--- src/rtl/decode_stage_pkg.sv ---
// Shared types for the registered RV decode stage: opcodes, decoded-bundle layout
// and the funct3/funct7 to ALU-function mapping used by the decoder.
package decode_stage_pkg;

    // Build-wide datapath width; immediate and pc fields in the bundle use it.
    localparam int PKG_XLEN = 32;

    typedef logic [PKG_XLEN-1:0] t_xword;

    typedef enum logic [6:0] {
        OPC_OP_IMM = 7'h13,
        OPC_AUIPC  = 7'h17,
        OPC_OP     = 7'h33,
        OPC_LUI    = 7'h37
    } t_opcode;

    typedef enum logic [2:0] {
        OK_ILLEGAL = 3'd0,
        OK_OP_IMM  = 3'd1,
        OK_OP      = 3'd2,
        OK_LUI     = 3'd3,
        OK_AUIPC   = 3'd4
    } t_op_kind;

    typedef enum logic [3:0] {
        FK_ADD  = 4'd0,
        FK_SUB  = 4'd1,
        FK_SLL  = 4'd2,
        FK_SLT  = 4'd3,
        FK_SLTU = 4'd4,
        FK_XOR  = 4'd5,
        FK_SRL  = 4'd6,
        FK_SRA  = 4'd7,
        FK_OR   = 4'd8,
        FK_AND  = 4'd9
    } t_func_kind;

    localparam logic [6:0] F7_BASE = 7'h00;
    localparam logic [6:0] F7_ALT  = 7'h20;

    typedef struct packed {
        t_op_kind   kind;
        t_func_kind func;
        logic [4:0] rd;
        logic [4:0] rs1;
        logic [4:0] rs2;
        t_xword     imm;
        t_xword     pc;
        logic       illegal;
    } t_decoded_instr;

    // alt selects SUB on funct3=000 and SRA on funct3=101; ignored elsewhere.
    function automatic t_func_kind alu_func(input logic [2:0] funct3, input logic alt);
        t_func_kind f;
        case (funct3)
            3'b000:  f = alt ? FK_SUB : FK_ADD;
            3'b001:  f = FK_SLL;
            3'b010:  f = FK_SLT;
            3'b011:  f = FK_SLTU;
            3'b100:  f = FK_XOR;
            3'b101:  f = alt ? FK_SRA : FK_SRL;
            3'b110:  f = FK_OR;
            default: f = FK_AND;
        endcase
        return f;
    endfunction

endpackage

--- src/rtl/decode_stage_decode_logic.sv ---
// Purely combinational decode of one instruction word plus PC into the decoded bundle,
// including illegal-encoding detection. Illegal bundles keep only pc and the illegal flag.
module decode_logic
    import decode_stage_pkg::*;
#(
    parameter int XLEN      = PKG_XLEN,
    parameter bit ENABLE_OP = 1'b1
) (
    input  logic [31:0]     i_instr,
    input  logic [XLEN-1:0] i_pc,
    output t_decoded_instr  o_decoded
);

    logic [6:0]     w_opcode;
    logic [2:0]     w_funct3;
    logic [6:0]     w_funct7;
    logic           w_shift_op;
    logic           w_shamt_bad;
    logic           w_illegal;
    t_xword         w_imm_i;
    t_xword         w_imm_u;
    t_xword         w_shamt;
    t_decoded_instr w_dec;

    assign w_opcode   = i_instr[6:0];
    assign w_funct3   = i_instr[14:12];
    assign w_funct7   = i_instr[31:25];
    assign w_imm_i    = t_xword'($signed(i_instr[31:20]));
    assign w_imm_u    = t_xword'($signed({i_instr[31:12], 12'b0}));
    assign w_shift_op = (w_funct3 == 3'b001) || (w_funct3 == 3'b101);

    // Shift-immediates: only bit 30 may be set above the shamt field.
    if (XLEN == 64) begin : g_rv64
        assign w_shamt     = t_xword'(i_instr[25:20]);
        assign w_shamt_bad = i_instr[31] | (|i_instr[29:26]);
    end else begin : g_rv32
        assign w_shamt     = t_xword'(i_instr[24:20]);
        assign w_shamt_bad = i_instr[31] | (|i_instr[29:25]);
    end

    always_comb begin
        w_dec     = '0;
        w_dec.pc  = t_xword'(i_pc);
        w_illegal = 1'b0;
        case (w_opcode)
            OPC_OP_IMM: begin
                w_dec.kind = OK_OP_IMM;
                w_dec.rd   = i_instr[11:7];
                w_dec.rs1  = i_instr[19:15];
                w_dec.func = alu_func(w_funct3, (w_funct3 == 3'b101) & i_instr[30]);
                if (w_shift_op) begin
                    w_dec.imm = w_shamt;
                    w_illegal = w_shamt_bad;
                end else begin
                    w_dec.imm = w_imm_i;
                end
            end
            OPC_OP: begin
                w_dec.kind = OK_OP;
                w_dec.rd   = i_instr[11:7];
                w_dec.rs1  = i_instr[19:15];
                w_dec.rs2  = i_instr[24:20];
                w_dec.func = alu_func(w_funct3, w_funct7 == F7_ALT);
                w_illegal  = !ENABLE_OP
                          || !((w_funct7 == F7_BASE) || (w_funct7 == F7_ALT))
                          || ((w_funct7 == F7_ALT) && (w_funct3 != 3'b000) && (w_funct3 != 3'b101));
            end
            OPC_LUI: begin
                w_dec.kind = OK_LUI;
                w_dec.rd   = i_instr[11:7];
                w_dec.imm  = w_imm_u;
            end
            OPC_AUIPC: begin
                w_dec.kind = OK_AUIPC;
                w_dec.rd   = i_instr[11:7];
                w_dec.imm  = w_imm_u;
            end
            default: w_illegal = 1'b1;
        endcase
    end

    always_comb begin
        o_decoded = w_dec;
        if (w_illegal) begin
            o_decoded         = '0;
            o_decoded.kind    = OK_ILLEGAL;
            o_decoded.pc      = t_xword'(i_pc);
            o_decoded.illegal = 1'b1;
        end
    end

endmodule

--- src/rtl/decode_stage.sv ---
// Registered decode stage: combinational decode feeding an output register plus one skid
// register, with a registered in_ready and a flush that empties both entries.
module decode_stage
    import decode_stage_pkg::*;
#(
    parameter int XLEN      = PKG_XLEN,
    parameter bit ENABLE_OP = 1'b1
) (
    input  logic            clk,
    input  logic            rst_n,
    input  logic            in_valid,
    output logic            in_ready,
    input  logic [31:0]     in_instr,
    input  logic [XLEN-1:0] in_pc,
    input  logic            flush,
    output logic            out_valid,
    input  logic            out_ready,
    output t_decoded_instr  out_decoded
);

    t_decoded_instr w_dec;
    logic           w_accept;
    logic           w_drain;

    t_decoded_instr r_out;
    t_decoded_instr r_skid;
    logic           r_out_valid;
    logic           r_skid_valid;
    logic           r_in_ready;

    decode_logic #(
        .XLEN      (XLEN),
        .ENABLE_OP (ENABLE_OP)
    ) u_decode (
        .i_instr   (in_instr),
        .i_pc      (in_pc),
        .o_decoded (w_dec)
    );

    assign w_accept = in_valid & r_in_ready;
    assign w_drain  = r_out_valid & out_ready;

    // in_ready tracks "skid empty" one edge late, so it never depends on out_ready.
    always_ff @(posedge clk or negedge rst_n) begin
        if (!rst_n) begin
            r_out        <= '0;
            r_skid       <= '0;
            r_out_valid  <= 1'b0;
            r_skid_valid <= 1'b0;
            r_in_ready   <= 1'b1;
        end else if (flush) begin
            r_out_valid  <= 1'b0;
            r_skid_valid <= 1'b0;
            r_in_ready   <= 1'b1;
        end else if (r_skid_valid) begin
            if (w_drain) begin
                r_out        <= r_skid;
                r_skid_valid <= 1'b0;
                r_in_ready   <= 1'b1;
            end
        end else if (w_accept) begin
            if (!r_out_valid || out_ready) begin
                r_out       <= w_dec;
                r_out_valid <= 1'b1;
            end else begin
                r_skid       <= w_dec;
                r_skid_valid <= 1'b1;
                r_in_ready   <= 1'b0;
            end
        end else if (w_drain) begin
            r_out_valid <= 1'b0;
        end
    end

    assign in_ready    = r_in_ready;
    assign out_valid   = r_out_valid;
    assign out_decoded = r_out;

endmodule

--- config.mk ---
export PLATFORM = sky130hd
export DESIGN_NAME = decode_stage
export DESIGN_NICKNAME = d
export VERILOG_FILES = /design/src/rtl/decode_stage_pkg.sv /design/src/rtl/decode_stage_decode_logic.sv /design/src/rtl/decode_stage.sv
export SDC_FILE = /design/constraint.sdc
export NUM_CORES = 1
export LEC_CHECK = 0
export CELL_PAD_IN_SITES_DETAIL_PLACEMENT = 2
export CELL_PAD_IN_SITES_GLOBAL_PLACEMENT = 2
export CORE_AREA = 4 4 159 161
export CTS_BUF_LIST = sky130_fd_sc_hd__clkbuf_16
export CTS_CLUSTER_SIZE = 10
export DETAILED_ROUTE_END_ITERATION = 8
export DIE_AREA = 0 0 163 165
export HOLD_SLACK_MARGIN = 0.02
export PLACE_DENSITY = 0.88
export SKIP_CTS_REPAIR_TIMING = 1
export SYNTH_ARGS = -nofsm -noshare
export SYNTH_HDL_FRONTEND = slang
export SYNTH_SLANG_ARGS = --single-unit
--- constraint.sdc ---
create_clock -name clk -period 2.2 [get_ports clk]
set_clock_uncertainty 0.1 [all_clocks]
set_input_delay 0.44 -clock clk [delete_from_list [all_inputs] [get_ports clk]]
set_output_delay 0.44 -clock clk [all_outputs]
set_load 0.03 [all_outputs]
==> out/summary.txt <==
Status = completed
Starting DRC count in detailed routing = 289
Gr ovfl total = 0
Slew margin rel. = 61.1%
Vias = 6,671
Top Ports = 158
Cts bufs inserted = 17
Routed WL = 28,400 µm
Sequential share of power = 42.6%
XOR/XNOR Fraction of Synth Area = 0.113%
Avg Synthesized Cell Area = 10.8 µm²
Synth Area in Adders = 0%
H-tree Lvls = 4
Layout cell share with drive strength beyond 1 = 16.6%
Clk_lat worst skew = 0.43 ns
Die W = 163 µm
Pleak = 4.83 nW
Remaining DRCs = 0
Mapped cell area = 0.00777 mm²
Syn Nets = 790
Area grow syn2layout = 39.8%
Syn Inst Count = 721
CORE AREA = 0.0240 mm²
Synth Area in Compound Gates = 20.4%
Ys async rst share = 100%
Worst path required time = 2.40 ns
Main combinational cell family by area after synthesis = compound AO/OA/AOI/OAI gates
Internal power = 0.00649 W
Global-route wire length before repair = 43,900 µm
Hold Crit Class = reg -> reg
Most used flip-flop cell after synthesis = dfrtp_1
DIE AREA = 0.0269 mm²
Sw Ratio = 33.3%
Final net count = 979
WP data arrival = 2.40 ns
Post-synth EDFFs = 0
Seq/Total Area, Yosys = 57.0%
Post-DP HPWL = 19,000 µm
Mux cell area share after synthesis = 8.76%
Worst slack at placement = -0.402 ns
Comb pwr share = 27.4%
Largest cells by area after synthesis = dfrtp_1 57%, mux2_2 4.6%, nand2_1 4.3%
Vias/cell = 5.35
Initial Util = 32.4%
Ant. Diodes = 0
Post-Route Utilization = 45.3%
Clock sink total = 177
Power per cell area = 895 mW/mm²
Peak VDD IR = 0.000533 V
Max frequency = 0.455 GHz
CTS tree = done
Root buf cell = clkbuf_16
Initial antenna violation count = 2
Final std cell area, no fill = 0.0109 mm²
Post-synth top area share = 56.7%
GRT Util Overall = 21.2%
Clock Power Share = 30.0%
Max-cap violations = 0
Yosys warns = 0
Final setup vio count = 0
Worst-Margin Slew = 0.584 ns
Clock-pin slew on the worst setup and hold paths = 0.07 ns
CP Capture Type = register
Crit path launch type = primary input
First-pass DRT Iterations = 4
Die height = 165 µm
RePlAce Congestion = 0.814
Setup CP Type = in -> reg
P_sw = 0.00323 W
DR WL/cell = 22.7 µm
Largest net degree at the start of global routing = 82
Tmin final = 2.20 ns
Post-synthesis cell type count = 53
Sum Neg Setup Slack = 0 ns
Setup WS post-layout = 0.00150 ns
Total Power = 0.00972 W
Number of global-route vias before repair = 7,558
Final antenna-violating net count = 0
Crit Path Max Fanout = 7
Final Slew Violations = 0
Final Hold Fails = 0
DP Area = 0.0102 mm²
Input/output buffers = 157
Yosys reg bits = 177
Synth Area in Simple Gates = 10.5%
Synth area leader = dfrtp_1
Number of cell rows = 57
Crit share post-route = 99.9%
Clock Path Buffers = 2
## kinds of logic after synthesis
| kind of cell | count (synthesis) |
|---|---|
| simple gates | 182 |
| xor+xnor | 1 |
| flops | 177 |
| mux | 64 |
| buf+inv | 65 |
| compound gates | 232 |
## metal layers
metal | global-route usage [%] | part of all wire (%) | vias to the layer above | routed length (µm)
li1 | - | - | 2976 | -
met1 | 24.9 | 40 | 3427 | 11300
met2 | 36.8 | 50 | 218 | 14200
met3 | 6.41 | 7.0 | 46 | 1990
met4 | 7.47 | 2.8 | 4 | 797
met5 | 0 | 0.12 | - | 33
## synthesized netlist by cell type (2+ instances only)
cell / number
dfrtp_1: 176
clkbuf_1: 51
nand3_1: 3
nor2_1: 59
buf_2: 5
a221oi_1: 19
nor3_1: 2
and3_1: 8
a31oi_1: 2
a221o_1: 6
o31ai_1: 4
o21ai_0: 61
a21oi_1: 36
nor2_2: 3
a21o_1: 24
a22o_1: 29
buf_1: 4
mux2_2: 32
nand2_1: 88
a211oi_1: 39
mux2i_1: 32
inv_1: 5
nand2b_1: 3
## power by group through the flow
stage               Sequential [W]  Clock, W  Combinational, W
floorplan                  0.00472         0          0.000725
global placement           0.00414         0           0.00254
detailed placement         0.00419         0           0.00266
CTS                        0.00415   0.00298           0.00270
global route               0.00421   0.00314           0.00287
finish                     0.00414   0.00292           0.00267
## cell type report
cell class,instances,area [µm²]
Clock buffer,17,425
Clock inverter,15,119
Fill cell,2492,13100
Inverter,5,18.8
Multi-Input combinational cell,479,3160
Sequential cell,177,4430
Tap cell,324,405
Timing Repair Buffer,230,2290
## worst max-delay path, cell delays in order
cell and delay, ns:
clkdlybuf4s50_1 0.59, nor2b_1 0.36, o2bb2ai_2 0.14, a21oi_1 0.27, nor2_1 0.11, buf_4 0.18, a221o_1 0.31
## through the flow
step                std cells  hold WS [ns]
global route             1247         0.397
global placement         1214         0.355
detailed placement       1214         0.356
finish                   1247         0.379
CTS                      1246        -0.115
floorplan                 721        0.0444
## registers in the layout (all words and copies together), names as in the netlist
signal and cells:
in_ready 1, r_skid_valid 1, out_decoded 87, r_skid 87, out_valid 1
## cell usage in the layout, fill, tap and decap left out, types with 2 or more instances in the layout
cell type / netlist / routed
a211oi_1: 39 / 39
a21o_1: 24 / 24
a21oi_1: 36 / 35
a221o_1: 6 / 6
a221oi_1: 19 / 17
a221oi_2: 0 / 2
a22o_1: 29 / 29
a31oi_1: 2 / 2
and3_1: 8 / 8
buf_12: 0 / 13
buf_4: 0 / 59
clkbuf_16: 0 / 17
clkdlybuf4s50_1: 0 / 154
clkinv_1: 0 / 4
clkinv_4: 0 / 2
clkinvlp_4: 0 / 4
dfrtp_1: 176 / 175
dlymetal6s2s_1: 0 / 2
inv_1: 5 / 6
inv_6: 0 / 2
mux2_2: 32 / 32
mux2i_1: 32 / 32
nand2_1: 88 / 88
nand2b_1: 3 / 3
nand3_1: 3 / 3
nor2_1: 59 / 59
nor2_4: 1 / 4
nor3_1: 2 / 2
o21ai_0: 61 / 61
o31ai_1: 4 / 4
## path summary, 6_finish.rpt
check / start / to / slack, ns / cells past startpoint
max in group asynchronous: rst_n / out_decoded[71]$_DFFE_PN0P_ / 0.95 / 3
worst max register to register: in_ready$_DFFE_PN1P_ / r_skid[81]$_DFFE_PN0P_ / 0.05 / 6
worst max-delay path: in_instr[12] / out_decoded[79]$_DFFE_PN0P_ / 0.001 / 7
min in group asynchronous: rst_n / r_skid[21]$_DFFE_PN0P_ / 0.45 / 2
worst min-delay path: r_skid[47]$_DFFE_PN0P_ / r_skid[47]$_DFFE_PN0P_ / 0.38 / 1
worst min register to register: r_skid[47]$_DFFE_PN0P_ / r_skid[47]$_DFFE_PN0P_ / 0.38 / 1
Note: power is estimated with default switching activity, not from simulation.
